--- src/rtl/tt_um_bitserial_adder_if.sv ---
// ---------------------------------------------------------------------------
// tt_um_bitserial_adder_if
//
// Groups the TinyTapeout tile pins (apart from clock and reset) of the
// bit-serial adder into a single bundle.
//
//   ena      : design enable; when low the tile holds all state
//   ui_in    : operand byte, bits [WIDTH-1:0] used
//   uo_out   : sum[WIDTH-1:0], upper bits zero
//   uio_in   : [3]=load_a, [4]=load_b, [5]=start
//   uio_out  : [0]=cout, [1]=busy, [2]=done, [7:3] zero
//   uio_oe   : constant 8'b0000_0111
//
// The slave modport is taken by the tile. The master modport is taken by
// whatever drives it: the harness or a bench.
// ---------------------------------------------------------------------------
interface tt_um_bitserial_adder_if;
    logic       ena;
    logic [7:0] ui_in;
    logic [7:0] uo_out;
    logic [7:0] uio_in;
    logic [7:0] uio_out;
    logic [7:0] uio_oe;

    modport slave (
        input  ena,
        input  ui_in,
        input  uio_in,
        output uo_out,
        output uio_out,
        output uio_oe
    );

    modport master (
        output ena,
        output ui_in,
        output uio_in,
        input  uo_out,
        input  uio_out,
        input  uio_oe
    );
endinterface

--- src/rtl/tt_um_bitserial_adder.sv ---
// ---------------------------------------------------------------------------
// tt_um_bitserial_adder
//
// Bit-serial WIDTH-bit adder tile.
//
// Operands A and B are loaded in parallel from ui_in. A start pulse then
// shifts them LSB-first through a full-adder slice, built from two
// half-adder cells plus a carry flop. Each sum bit enters the top of a
// result shift register. After WIDTH shifts the result register holds the
// sum, LSB at bit 0, and the tile enters DONE.
//
// Ports:
//   clk      : system clock, all state updates on the rising edge
//   rst_n    : asynchronous active-low reset, clears all state
//   io.ena   : enable; when low every register holds
//   io.ui_in : operand byte for load_a / load_b
//   io.uio_in: [3]=load_a, [4]=load_b, [5]=start
//   io.uo_out: result register (the partial sum while busy)
//   io.uio_out: [0]=cout, [1]=busy, [2]=done
//   io.uio_oe : constant 8'b0000_0111
//
// WIDTH is legal from 2 to 8.
// ---------------------------------------------------------------------------
module tt_um_bitserial_adder #(
    parameter int WIDTH = 8
) (
    input  logic                    clk,
    input  logic                    rst_n,
    tt_um_bitserial_adder_if.slave  io
);

    localparam int                CNT_W    = (WIDTH > 1) ? $clog2(WIDTH) : 1;
    localparam logic [CNT_W-1:0]  LAST_BIT = CNT_W'(WIDTH - 1);

    typedef enum logic [1:0] {
        IDLE = 2'd0,
        RUN  = 2'd1,
        DONE = 2'd2
    } state_t;

    state_t            state;
    state_t            state_next;

    logic [WIDTH-1:0]  op_a;
    logic [WIDTH-1:0]  op_b;
    logic [WIDTH-1:0]  result;
    logic              carry;
    logic              cout;
    logic [CNT_W-1:0]  bit_cnt;

    logic              load_a;
    logic              load_b;
    logic              start;
    logic              accept;
    logic              last_bit;
    logic [WIDTH-1:0]  a_ld;
    logic [WIDTH-1:0]  b_ld;
    logic              sum_bit;
    logic              carry_bit;

    // Pins without a function are reduced into a single sink. This keeps
    // them visibly accounted for.
    logic              unused_pins;

    // -----------------------------------------------------------------------
    // Half-adder cell: {carry, sum}
    // -----------------------------------------------------------------------
    function automatic logic [1:0] half_add(input logic x, input logic y);
        return {x & y, x ^ y};
    endfunction

    // Full adder from two half-adder cells. The two cell carries can never
    // both be 1, so an OR merges them.
    function automatic logic [1:0] full_add(input logic x, input logic y,
                                            input logic cin);
        logic [1:0] h0;
        logic [1:0] h1;
        h0 = half_add(x, y);
        h1 = half_add(h0[0], cin);
        return {h0[1] | h1[1], h1[0]};
    endfunction

    // -----------------------------------------------------------------------
    // Control decode
    // -----------------------------------------------------------------------
    assign load_a   = io.uio_in[3];
    assign load_b   = io.uio_in[4];
    assign start    = io.uio_in[5];

    // Loads and start are accepted only when not running.
    assign accept   = (state != RUN);
    assign last_bit = (bit_cnt == LAST_BIT);

    // Operand values that a start should use. A load in the same cycle as
    // start wins, so the new operation sees the freshly loaded byte.
    assign a_ld = load_a ? io.ui_in[WIDTH-1:0] : op_a;
    assign b_ld = load_b ? io.ui_in[WIDTH-1:0] : op_b;

    assign {carry_bit, sum_bit} = full_add(op_a[0], op_b[0], carry);

    assign unused_pins = &{1'b0, io.ui_in, io.uio_in[7:6], io.uio_in[2:0]};

    // -----------------------------------------------------------------------
    // FSM state register
    // -----------------------------------------------------------------------
    always_ff @(posedge clk or negedge rst_n) begin
        if (!rst_n) begin
            state <= IDLE;
        end else if (io.ena) begin
            state <= state_next;
        end
    end

    // -----------------------------------------------------------------------
    // FSM next state
    // -----------------------------------------------------------------------
    always_comb begin
        state_next = state;
        case (state)
            IDLE: begin
                if (start) begin
                    state_next = RUN;
                end
            end
            RUN: begin
                if (last_bit) begin
                    state_next = DONE;
                end
            end
            DONE: begin
                // A start held over from the previous run restarts
                // immediately.
                if (start) begin
                    state_next = RUN;
                end
            end
            default: begin
                state_next = IDLE;
            end
        endcase
    end

    // -----------------------------------------------------------------------
    // Operand, carry, counter and result registers
    // -----------------------------------------------------------------------
    always_ff @(posedge clk or negedge rst_n) begin
        if (!rst_n) begin
            op_a    <= '0;
            op_b    <= '0;
            result  <= '0;
            carry   <= 1'b0;
            cout    <= 1'b0;
            bit_cnt <= '0;
        end else if (io.ena) begin
            if (accept) begin
                op_a <= a_ld;
                op_b <= b_ld;
                if (start) begin
                    carry   <= 1'b0;
                    cout    <= 1'b0;
                    bit_cnt <= '0;
                    result  <= '0;
                end
            end else begin
                // One bit per clock, LSB first. Each sum bit enters at the
                // top of the result register and moves down, so after WIDTH
                // shifts bit 0 holds the first sum bit.
                op_a    <= op_a >> 1;
                op_b    <= op_b >> 1;
                carry   <= carry_bit;
                result  <= {sum_bit, result[WIDTH-1:1]};
                bit_cnt <= bit_cnt + 1'b1;
                if (last_bit) begin
                    cout <= carry_bit;
                end
            end
        end
    end

    // -----------------------------------------------------------------------
    // Pin mapping
    // -----------------------------------------------------------------------
    always_comb begin
        io.uo_out              = '0;
        io.uo_out[WIDTH-1:0]   = result;
        io.uio_out             = '0;
        io.uio_out[0]          = cout;
        io.uio_out[1]          = (state == RUN);
        io.uio_out[2]          = (state == DONE);
    end

    assign io.uio_oe = 8'b0000_0111;

endmodule

--- src/flat_wrapper.sv ---
// flat-port wrapper written by rule: the top's interface ports become plain ports
module tt_um_bitserial_adder_flat 
#(
    parameter int WIDTH = 8
)
  (clk, rst_n, io_ena, io_ui_in, io_uio_in, io_uo_out, io_uio_out, io_uio_oe);
  tt_um_bitserial_adder_if io_i ();
  input  logic clk;
  input  logic rst_n;
  input wire logic [$bits(io_i.ena)-1:0] io_ena;
  input wire logic [$bits(io_i.ui_in)-1:0] io_ui_in;
  input wire logic [$bits(io_i.uio_in)-1:0] io_uio_in;
  output wire logic [$bits(io_i.uo_out)-1:0] io_uo_out;
  output wire logic [$bits(io_i.uio_out)-1:0] io_uio_out;
  output wire logic [$bits(io_i.uio_oe)-1:0] io_uio_oe;
  assign io_i.ena = io_ena;
  assign io_i.ui_in = io_ui_in;
  assign io_i.uio_in = io_uio_in;
  assign io_uo_out = io_i.uo_out;
  assign io_uio_out = io_i.uio_out;
  assign io_uio_oe = io_i.uio_oe;
  tt_um_bitserial_adder #(.WIDTH(WIDTH)) u_core (.clk(clk), .rst_n(rst_n), .io(io_i));
endmodule
--- config.mk ---
export PLATFORM = sky130hd
export DESIGN_NAME = tt_um_bitserial_adder_flat
export DESIGN_NICKNAME = d
export VERILOG_FILES = /design/src/rtl/tt_um_bitserial_adder_if.sv /design/src/rtl/tt_um_bitserial_adder.sv /design/src/flat_wrapper.sv
export SDC_FILE = /design/constraint.sdc
export NUM_CORES = 1
export LEC_CHECK = 0
export ABC_AREA = 1
export ABC_CLOCK_PERIOD_IN_PS = 2000
export CAP_MARGIN = 30
export CORE_ASPECT_RATIO = 0.75
export CORE_MARGIN = 1.5
export CORE_UTILIZATION = 49
export CTS_BUF_LIST = sky130_fd_sc_hd__clkbuf_8
export DETAILED_ROUTE_END_ITERATION = 7
export GPL_TIMING_DRIVEN = 0
export PLACE_DENSITY = 0.81
export SLEW_MARGIN = 10
export SYNTH_ARGS = -nofsm -noshare
export SYNTH_HDL_FRONTEND = slang
export SYNTH_SLANG_ARGS = --single-unit
--- constraint.sdc ---
create_clock -name clk -period 2 [get_ports clk]
set_input_delay 0.4 -clock clk [delete_from_list [all_inputs] [get_ports clk]]
set_output_delay 0.4 -clock clk [all_outputs]
set_load 0.005 [all_outputs]
## Yosys cells after proc, flatten, opt, wreduce, memory -nomap -nowiden

Cells that the tools add are included.
W data, S select, Z words.

| cells by class | value |
|---|---|
| add/sub/neg operators | 1 |
| $mul | 0 |
| divide/modulo/power cells | 0 |
| $lt $le $gt $ge | 0 |
| equality and inequality tests | 9 |
| shift-type cells | 0 |
| mux-type cells | 15 |
| bitwise logic cells | 5 |
| reduce and logical (&&, ||, !) cells | 8 |

Operators with widths:

| operator | count |
|---|---|
| $mux W8 | 6 |
| $mux W3 | 2 |
| $ne A2 B1 Y1 const B | 3 |
| $ne A2 B2 Y1 const B | 3 |
| $reduce_and A2 Y1 | 3 |
| $reduce_and A3 Y1 | 2 |
| $mux W1 | 4 |
| $mux W2 | 2 |
| $pmux W2 S2 | 1 |
| $add A3 B1 Y3 const B | 1 |
| $eq A3 B3 Y1 const B | 1 |
| $and A1 B1 Y1 | 2 |
| $eq A2 B1 Y1 const B | 1 |
| $eq A2 B2 Y1 const B | 1 |
| $logic_not A2 Y1 | 1 |
| $reduce_bool A2 Y1 | 1 |
| $reduce_or A2 Y1 | 1 |
| $xor A1 B1 Y1 | 2 |
| $or A1 B1 Y1 | 1 |

| storage, ports and cells | value |
|---|---|
| bits in registers | 31 |
| latch bits | 0 |
| RAM bits | 0 |
| ROM bits | 0 |
| input port bits | 19 |
| output and inout port bits | 24 |
| logic and storage cells | 45 |
| memories | 0 |

## Depth between registers and ports, before layout

| depth | value |
|---|---|
| word-level depth | 5 |
| depth in mapped cells | 7 |
| gate-level depth less buffers | 7 |

## Least setup slack after synthesis

No wires, ideal clock.

| timing path | value |
|---|---|
| path kind | register to output |
| start point | register u_core.state[0] |
| end point | output port io_uio_out[1] |
| data arrival time | 0.800 ns |
| required time | 1.600 ns |
| path slack | 0.800 ns |
| stages on the path, launching flop included | 4 |
| path buffers | 1 |
| cells stage by stage | dfrtp_1 inv_2 nor2_8 buf_6 |

| between the ends | value |
|---|---|
| cells in the longest elaborated chain, start to end | 1 |

RTL lines:

| what | line | text |
|---|---|---|
| start: declaration | tt_um_bitserial_adder.sv:41 | `state_t state;` |
| start signal: assignment | tt_um_bitserial_adder.sv:110 | `state <= state_next;` |
| $eq A2 B1 Y1 | tt_um_bitserial_adder.sv:188 | `io.uio_out[1] = (state == RUN);` |
| end: declaration | flat_wrapper.sv:14 | `output wire logic [$bits(io_i.uio_out)-1:0] io_uio_out;` |

Every way passes these cells.

## Worst setup path in the final report

| timing path | value |
|---|---|
| start point | register u_core.state[1] |
| end point | output port io_uio_out[2] |

| between the ends | value |
|---|---|
| cells in the longest elaborated chain, start to end | 1 |

RTL lines:

| what | line | text |
|---|---|---|
| $eq A2 B2 Y1 | tt_um_bitserial_adder.sv:189 | `io.uio_out[2] = (state == DONE);` |

Every way passes these cells.

==> metrics.txt <==
status complete, no violations; design area 2008 um2; initial drt markers 58; Layout area overhead 28.30%; total CTS buffers 5; H-tree depth 2; CP startpoint kind register; final core occ 66.96%; Cell Area, Placed 1879 um2; Tcrit/Tclk final 93.94%; # diodes 0; Seq/Total Area, Yosys 49.56%; worst reg-to-reg path cell count 6; Reg power frac 41.1%; number of synthesized register bits 31; Worst R2R End u_core.op_b[2]; GR Util met1 29.30%; Clk pin slew, worst setup/hold paths 70 ps; max cap viols 0; fmax 532.3 MHz; Chip Height 51.95 um; CP Data Required Time 1600 ps; DP Worst Slack 215.4 ps; reg2reg start u_core.state[0]; most frequent cells in the layout nand2_1 (115), dfrtp_1 (30), clkdlybuf4s50_1 (21); Lkg Pwr 1.115 nW; First-pass DRT Iterations 4; CP endpoint kind primary output; die area 3546 um2; pin count of the biggest net entering global routing 32; adder and majority cell fraction of the synthesized area 2.878%; GRT Max-Usage Layer met1; PortBufs 23; Cells after Synth 201; worst skew pair latency 280 ps; Cell Pwr Density 1217 nW/um2; final worst setup slack 121.2 ps; met2 Track Usage GR 27.18%; CTS tree built; antenna violations before repair 0; XOR/XNOR Fraction of Synth Area 0%; share of cells above drive strength 1 13.93%; Final min period 1879 ps; maximum buffer depth of the clock tree 2; # DRC 0; io pins 43; Clk pwr share 25.8%; GRT overflow 0; Placer Congestion 0.8260; mux cell area share after synthesis 0%; M3 GR Usage 5.195%; CP Max Fanout 3; crit path DAT 1480 ps; Hold Crit Class in -> async; P_sw 841.2 uW; Seq. cell area 777.0 um2; most common cell after layout, fill and taps aside nand2_1; Max Clock Skew 7.553 ps; Synth Area in Simple Gates 32.93%; reg2reg setup slack 500 ps; Synth cell types 21; Max VDD drop 621.5 uV; Final nets 265; Avg Inst Size Synth 7.787 um2; Root Buffer clkbuf_8; FP Rows 17; routed vias/inst 4.550; Post-DP HPWL 2168 um; kind of critical path reg -> out; post-route ant nets 0; worst hold slack 145.4 ps; Multi-input gate area 668.1 um2; Sink Count 31; Comb pwr share 33.2%; slew margin rel. 55.65%; switching part of the total 34.42%; Tot GR Track Use 19.76%; CORE AREA 2999 um2; vias in the first global route 1,101; Final Max Tran Viols 0; Vias 1,283; Die W 68.26 um; Setup-failing EPs final 0; compound-gate portion of the synthesized area 3.757%; Post-Route WL 2970 um; worst-margin pin slew 665.2 ps; first-pass GRT wire length 4995 um; RSZ-0062 raised after global routing no; initial core utilization 52.19%; synthesized cell area 1565 um2; CTS Hold Bufs 0; Routed wire per std cell 10.53 um; largest family of logic cells by synthesized area simple AND/OR/NAND/NOR gates; final hold vios 0; cell-internal power 1.603 mW; yosys warns 0; Filler Cell Count 261
==> worst max path at each step <==
stage	start	endpoint	slack, ps	depth (start not counted)
CTS	u_core.state[0]	io_uio_out[1]	40	4
global route	u_core.state[1]	io_uio_out[2]	40	3
finish	u_core.state[1]	io_uio_out[2]	120	3
detailed placement	u_core.state[0]	io_uio_out[1]	220	4
global placement	rst_n	u_core.op_a[6]	-10	1
floorplan	u_core.state[0]	io_uio_out[1]	800	3
==> area by class of cell <==
cell class                 instances  share of cell area (%)
tap                               38                   2.368
buffer                            16                   5.981
timing repair buffer              24                   11.71
clock inverter                     2                   1.745
sequential                        31                   38.69
multi-input combinational        154                   33.27
inverter                          11                   2.118
clock buffer                       6                   4.112
==> cells in the mapped netlist (all sizes together) <==
cell    instances  share of area, %
fa              1               1.3
nor2            3               1.8
nand4           1              0.40
a21oi           2              0.88
dfrtp          31                50
clkinv          1              0.32
nand3           4               1.3
clkbuf          1              0.24
ha              2               1.6
o21ai           9               2.9
inv            10               2.4
buf            15               7.4
nand2         119                29
conb            2              0.48
==> cell families (layout without fill, tap and decap cells) <==
group                      after synthesis  count (layout)
and+or+nand+nor                        127             127
AOI/OAI and AO/OA                       11              11
buffers and inverters                   27              59
other                                    2              13
adders and majority gates                3               3
DFF                                     31              31
==> sequential cells by signal (all words and copies together) (netlist names) <==
name and cells:
u_core.cout 1, u_core.carry 1, u_core.state 2, u_core.op_a 8, u_core.op_b 8, u_core.bit_cnt 3, u_core.io.uo_out 8
==> metrics by stage <==
stage | cells | TNS [ps] | power (mW)
after floorplan | 212 | 0 | 1.534
after global placement | 273 | -329.3 | 1.775
after detailed placement | 273 | 0 | 1.798
after CTS | 282 | 0 | 2.462
after global routing | 282 | 0 | 2.640
final | 282 | 0 | 2.444
==> routing by layer <==
layer	up-vias	share of wire, %
met5	-	0
met4	0	1.5
met3	4	6.7
met2	44	43
met1	567	49
li1	668	-
==> power groups by stage <==
stage | Sequential, mW | Combinational, mW | Clock [mW]
after floorplan | 0.980 | 0.555 | 0
after global placement | 1.00 | 0.775 | 0
after detailed placement | 1.00 | 0.796 | 0
after CTS | 1.00 | 0.819 | 0.642
after global routing | 1.04 | 0.931 | 0.673
final | 1.00 | 0.810 | 0.630
==> timing repair <==
action / in CTS / in global routing
setup buffers: 1 / 0
setup endpoints to repair: 1 / 1
pin swaps: 1 / 0
hold endpoints to repair: 0 / 0
gates resized for setup: 1 / 1
==> worst max-delay path, cell delays in order (launching register included) <==
cell and delay (ps):
dfrtp_1 470, inv_1 140, nor2_1 100, clkdlybuf4s50_1 500
Power figures use the tool's default switching activity.
